<file path="src/rtl/serial_subtractor.sv">
// Bit-serial WIDTH-bit subtractor: one full-subtractor cell with a registered borrow, LSB first.
// Optional SERIAL_SUB_ADD_MODE_EN adds a 'sub' input; when it is low the same cell adds instead.
module serial_subtractor #(
    parameter int WIDTH = 8
) (
    input  logic             clk,
    input  logic             rst_n,
    input  logic             start,
    input  logic [WIDTH-1:0] a,
    input  logic [WIDTH-1:0] b,
`ifdef SERIAL_SUB_ADD_MODE_EN
    input  logic             sub,
`endif
    output logic             ready,
    output logic             busy,
    output logic             done,
    output logic [WIDTH-1:0] diff,
    output logic             borrow
);

    localparam int CW = (WIDTH > 1) ? $clog2(WIDTH) : 1;

    typedef enum logic [1:0] {
        IDLE  = 2'd0,
        SHIFT = 2'd1,
        DONE  = 2'd2
    } state_t;

    state_t           state;
    state_t           state_next;

    logic [WIDTH-1:0] a_sh;
    logic [WIDTH-1:0] b_sh;
    logic [WIDTH-1:0] res_sh;
    logic [WIDTH-1:0] res_next;
    logic [CW-1:0]    cnt;
    logic             br;
    logic             br_next;
    logic             d;
    logic             last_bit;
`ifdef SERIAL_SUB_ADD_MODE_EN
    logic             sub_r;
`endif

    assign last_bit = (cnt == CW'(WIDTH - 1));

    always_ff @(posedge clk or negedge rst_n) begin
        if (!rst_n) begin
            state <= IDLE;
        end else begin
            state <= state_next;
        end
    end

    always_comb begin
        state_next = state;
        case (state)
            IDLE:    if (start) state_next = SHIFT;
            SHIFT:   if (last_bit) state_next = DONE;
            DONE:    state_next = IDLE;
            default: state_next = IDLE;
        endcase
    end

    // Single bit cell: the sum bit is the same for add and subtract, only the carry/borrow differs.
    always_comb begin
        d        = a_sh[0] ^ b_sh[0] ^ br;
`ifdef SERIAL_SUB_ADD_MODE_EN
        if (sub_r) begin
            br_next = (~a_sh[0] & b_sh[0]) | (~(a_sh[0] ^ b_sh[0]) & br);
        end else begin
            br_next = (a_sh[0] & b_sh[0]) | (a_sh[0] & br) | (b_sh[0] & br);
        end
`else
        br_next  = (~a_sh[0] & b_sh[0]) | (~(a_sh[0] ^ b_sh[0]) & br);
`endif
        res_next = {d, res_sh[WIDTH-1:1]};
    end

    always_ff @(posedge clk or negedge rst_n) begin
        if (!rst_n) begin
            a_sh   <= '0;
            b_sh   <= '0;
            res_sh <= '0;
            cnt    <= '0;
            br     <= 1'b0;
            diff   <= '0;
            borrow <= 1'b0;
`ifdef SERIAL_SUB_ADD_MODE_EN
            sub_r  <= 1'b0;
`endif
        end else begin
            case (state)
                IDLE: begin
                    if (start) begin
                        a_sh   <= a;
                        b_sh   <= b;
                        res_sh <= '0;
                        cnt    <= '0;
                        br     <= 1'b0;
`ifdef SERIAL_SUB_ADD_MODE_EN
                        sub_r  <= sub;
`endif
                    end
                end
                SHIFT: begin
                    a_sh   <= a_sh >> 1;
                    b_sh   <= b_sh >> 1;
                    res_sh <= res_next;
                    br     <= br_next;
                    // The counter stops at WIDTH-1 so it never wraps for power-of-two widths.
                    if (last_bit) begin
                        diff   <= res_next;
                        borrow <= br_next;
                    end else begin
                        cnt <= cnt + CW'(1);
                    end
                end
                default: ;
            endcase
        end
    end

    assign ready = (state == IDLE);
    assign busy  = (state == SHIFT);
    assign done  = (state == DONE);

endmodule

</file>
<file path="config.mk">
export PLATFORM = sky130hd
export DESIGN_NAME = serial_subtractor
export DESIGN_NICKNAME = d
export VERILOG_FILES = /design/src/rtl/serial_subtractor.sv
export SDC_FILE = /design/constraint.sdc
export NUM_CORES = 1
export LEC_CHECK = 0
export CAP_MARGIN = 20
export CORE_MARGIN = 1
export CORE_UTILIZATION = 25
export DETAILED_ROUTE_END_ITERATION = 10
export HOLD_SLACK_MARGIN = 0.06
export PLACE_DENSITY_LB_ADDON = 0.1
export SLEW_MARGIN = 20
export SYNTH_ARGS = -nofsm -noshare
export SYNTH_HDL_FRONTEND = slang
export SYNTH_SLANG_ARGS = --single-unit
</file>
<file path="constraint.sdc">
create_clock -name clk -period 1.9 [get_ports clk]
set_input_delay 0.285 -clock clk [delete_from_list [all_inputs] [get_ports clk]]
set_output_delay 0.285 -clock clk [all_outputs]
set_load 0.01 [all_outputs]
</file>
======== After elaboration in Yosys (flattened, before gate mapping) ========
Cells that the tools add are included.
word-level totals
  input port bits ......................... 19
  register bits ........................... 39
cells by class
  add/sub/neg operators ................... 1
  bitwise gates (word level) .............. 7
  eq/ne operators ......................... 6
  reduce and logical (&&, ||, !) cells .... 6
  mux-type cells .......................... 14
operators with widths
  operator             number
  $pmux 8 s2           3
  $mux 8               3
  $mux 3               2
  $pmux 3 s2           1
  $reduce_and 2->1     3
  $mux 2               2
  $ne 2x2->1 const B   2
  $pmux 2 s2           1
  $add 3x1->3 const B  1
  $eq 3x3->1 const B   1
  $reduce_and 3->1     1
  $and 1x1->1          2
  $eq 2x1->1 const B   1
  $eq 2x2->1 const B   1
  $logic_not 2->1      1
  $ne 2x1->1 const B   1
  $not 1->1            2
  $pmux 1 s2           1
  $reduce_bool 2->1    1
  $xor 1x1->1          2
  $mux 1               1
  $or 1x1->1           1

======== Longest topological paths before layout ========
  depth in word-level cells ............... 5
  mapped depth ............................ 5

======== Worst setup path after synthesis ========
No wires, ideal clock.
  kind .................................... register -> register
  from .................................... register cnt[0]
  to ...................................... register borrow
  data arrival time ....................... 1374 ps
  stages on the path, launching flop included .. 6
  path buffers ............................ 1
  data required time ...................... 1775 ps
  slack ................................... 401 ps
  path through ............................ dfrtp_1 ha_1 ha_1 nand3b_1 buf_6 mux2_4
between the ends
  longest elaborated chain between the ends .. 2
ends and longest elaborated chain
  item                               RTL line  text
  start: declaration                 36        logic [CW-1:0] cnt;
  start signal: assignment           116       cnt <= cnt + CW'(1);
  $eq 3x3->1                         45        assign last_bit = (cnt == CW'(WIDTH - 1));
  $reduce_and 2->1 (no source line)  --
  end signal: assignment             114       borrow <= br_next;
  end: declaration                   18        output logic borrow
No other way between the ends.
A chain may end at the register's enable or synchronous reset.

======== Final worst setup path ========
  from .................................... register state[1]
  to ...................................... output port busy
between the ends
  longest elaborated chain between the ends .. 1
ends and longest elaborated chain
  item                      RTL line  text
  start: declaration        29        state_t state;
  start signal: assignment  51        state <= state_next;
  $eq 2x1->1                125       assign busy = (state == SHIFT);
  end: declaration          15        output logic busy,
No other way between the ends.

==> flow_summary.json <==
{
  "outcome": "completed",
  "swShare_pct": 33.1,
  "dp_cells": 276,
  "synthAdderAreaFrac_pct": 2.28,
  "synth_largest_area_cell": "dfrtp_1",
  "grt_use_total_pct": 10.3,
  "intPower_mw": 2.49,
  "layout-drive-gt1-share_pct": 28.4,
  "grt_overflow": 0,
  "tns_ns": 0,
  "post_drt_wl_per_cell_um": 13.7,
  "path_depth": 2,
  "ant_nets": 0,
  "sequentialPowerShare_pct": 38.4,
  "port_buffers": 30,
  "grt_setup_unrepaired": "false",
  "synth_xor_area_share_pct": 0,
  "min_period_over_period_pct": 95.4,
  "combinationalPowerShare_pct": 43.2,
  "cp_cell_sequence": "nor2b_2 > clkdlybuf4s50_1",
  "finalNonFillerCells": 285,
  "first_pass_iters": 4,
  "cts_root_buffer": "clkbuf_8",
  "irDropWorstVdd_mv": 0.491,
  "drt-initial-drc-count": 32,
  "avgSynthCellArea_um2": 13.3,
  "start_util_pct": 25.7,
  "cp_slowest_cell": "clkdlybuf4s50_1",
  "synth_top_family_by_area": "simple AND/OR/NAND/NOR gates",
  "fin_ws_ns": 0.0870,
  "synth_common_cells": "38 x dfrtp_1, 16 x inv_1, 10 x a211oi_2, 10 x nor3b_1",
  "p_leak_nw": 1.09,
  "antenna_found_initial": 0,
  "async_reset_ff_share_pct": 100,
  "critPathBufInv": 1,
  "syn2layout_area_growth_pct": 26.2,
  "synth.most_common_cell": "dfrtp_1",
  "power_density_nw_per_um2": 1490,
  "gp_congestion": 0.684,
  "r2r_start": "cnt[0]",
  "ys_seq_elements": 38,
  "setup_viol": 0,
  "dieArea_um2": 8280,
  "worstSetupPathType": "flip-flop to primary output",
  "vias": 1246,
  "min_path_type": "input port to async pin",
  "postRouteWirelength_mm": 3.89,
  "worstRegToRegCells": 5,
  "cts.sinks": 38,
  "hold_viol_final": 0,
  "fmax_ghz": 0.552,
  "io_pins": 31,
  "ys_types": 27,
  "yosys_warnings": 0,
  "cts_buffer_depth": 2,
  "critPathTopFamily": "buffers and inverters",
  "syn_inst": 149,
  "synth_top_area_share_pct": 48.0,
  "max_stage_delay_ns": 0.56,
  "fin_worst_skew_ns": 0.0114,
  "slew_viol_final": 0,
  "grt_max_degree": 28,
  "cap_violations": 0,
  "chipHeight_um": 91.0,
  "synth_edf_count": 0,
  "worstMarginPinSlew_ns": 0.783,
  "rows": 32,
  "fin_util_pct": 32.5,
  "vias_per_cell": 4.37,
  "cts_buffers": 5,
  "syn_area_um2": 1980,
  "drcViolationCount": 0,
  "ys.flop_type": "dfrtp_1",
  "place_hpwl_mm": 2.63,
  "grt_pass1_wl_mm": 6.75,
  "power.total_mw": 3.72,
  "synth_nets": 171,
  "synth.area.mux_share_pct": 6.83,
  "clock_latency_ns": 0.29,
  "synth_compound_area_share_pct": 14.9,
  "diodes": 0,
  "r2r_slack_ns": 0.25,
  "start_kind": "flip-flop",
  "p_clk_share_pct": 18.3,
  "timing.rr.end": "diff[3]",
  "crit_fanout": 6,
  "layout.nets": 204,
  "crit_arrival_ns": 1.53,
  "dieWidth_um": 91.0,
  "clk_pin_slew_worst_paths_ns": 0.08,
  "worstSetupEndpointType": "primary output",
  "pre_cts_ws_ns": 0.112,
  "htree_num_levels": 2,
  "startpoint": "state[1]",
  "synth_area_leaders": "dfrtp_1 48%, mux2_4 6.8%, nor4b_2 6.8%",
  "tritoncts": "done",
  "max_slew_margin_pct": 47.6,
  "first_global_vias": 1327,
  "yosysSeqAreaShare_pct": 48.0,
  "required_ns": 1.62,
  "p_sw_mw": 1.23,
  "timing.final.crit_period_ns": 1.81,
  "coreArea_um2": 7690,
  "synth-simple-area-share_pct": 19.7
}
==> timing repair <==
action,CTS,global route
hold buffers,1,0
buffers inserted,0,0
resized for setup,1,2
endpoints found under the hold margin,18,0
setup endpoints to repair,1,2
==> placed cells by master (no fill, tap or decap), drive strengths merged, types with 2 or more instances in the layout <==
| cell type | count |
|---|---|
| dfrtp | 38 |
| clkdlybuf4s50 | 29 |
| inv | 17 |
| nor4b | 15 |
| nor3b | 14 |
| a211oi | 14 |
| mux2 | 9 |
| buf | 9 |
| a22o | 8 |
| clkbuf | 7 |
| and3 | 3 |
| a211o | 3 |
| a32o | 2 |
| nand2b | 2 |
| ha | 2 |
| nor2b | 2 |
==> power by group through the flow <==
stage,sequential [mW],clock [mW],combinational [mW]
after floorplan,1.43,0,1.16
final,1.43,0.682,1.61
after global routing,1.49,0.740,1.79
after CTS,1.43,0.708,1.65
after global placement,1.43,0,1.60
after detailed placement,1.45,0,1.63
==> through the flow <==
step / instance area, um2 / hold WS [ns]
2_1_floorplan: 1980 / -0.0106
3_3_place_gp: 2380 / 0.279
3_5_place_dp: 2380 / 0.292
4_1_cts: 2490 / 0.509
5_1_grt: 2500 / 0.518
6_report: 2500 / 0.492
==> cell families after synthesis <==
group / count (synthesis)
simple gates: 40
flops: 38
buf+inv: 30
compound gates: 29
mux: 9
fa+ha+maj: 3
==> how the worst max path moves through the flow <==
stage / slack (ns) / to
after CTS: 0.01 / ready
after detailed placement: 0.11 / b_sh[3]
final: 0.09 / busy
after floorplan: 0.40 / borrow
after global routing: 0.02 / done
after global placement: 0.18 / b_sh[1]
==> flip-flops by register name (all words and copies together) (netlist names) <==
name / cells
diff: 8
b_sh: 8
res_sh: 7
borrow: 1
cnt: 3
br: 1
state: 2
a_sh: 8
==> cell type report <==
type / count / area, um2
Fill cell: 794 / 5190
Clock inverter: 1 / 30.0
Sequential cell: 38 / 952
Clock buffer: 7 / 76.3
Timing Repair Buffer: 39 / 378
Tap cell: 102 / 128
Inverter: 17 / 63.8
Multi-Input combinational cell: 81 / 871
==> routing by layer <==
layer,up-vias,GRT usage (%),routed length (um)
li1,608,-,-
met1,606,14.6,1960
met5,-,0,0
met4,0,3.57,39
met2,27,15.3,1760
met3,5,2.68,134
No activity file was read; power rests on OpenSTA's default activity.
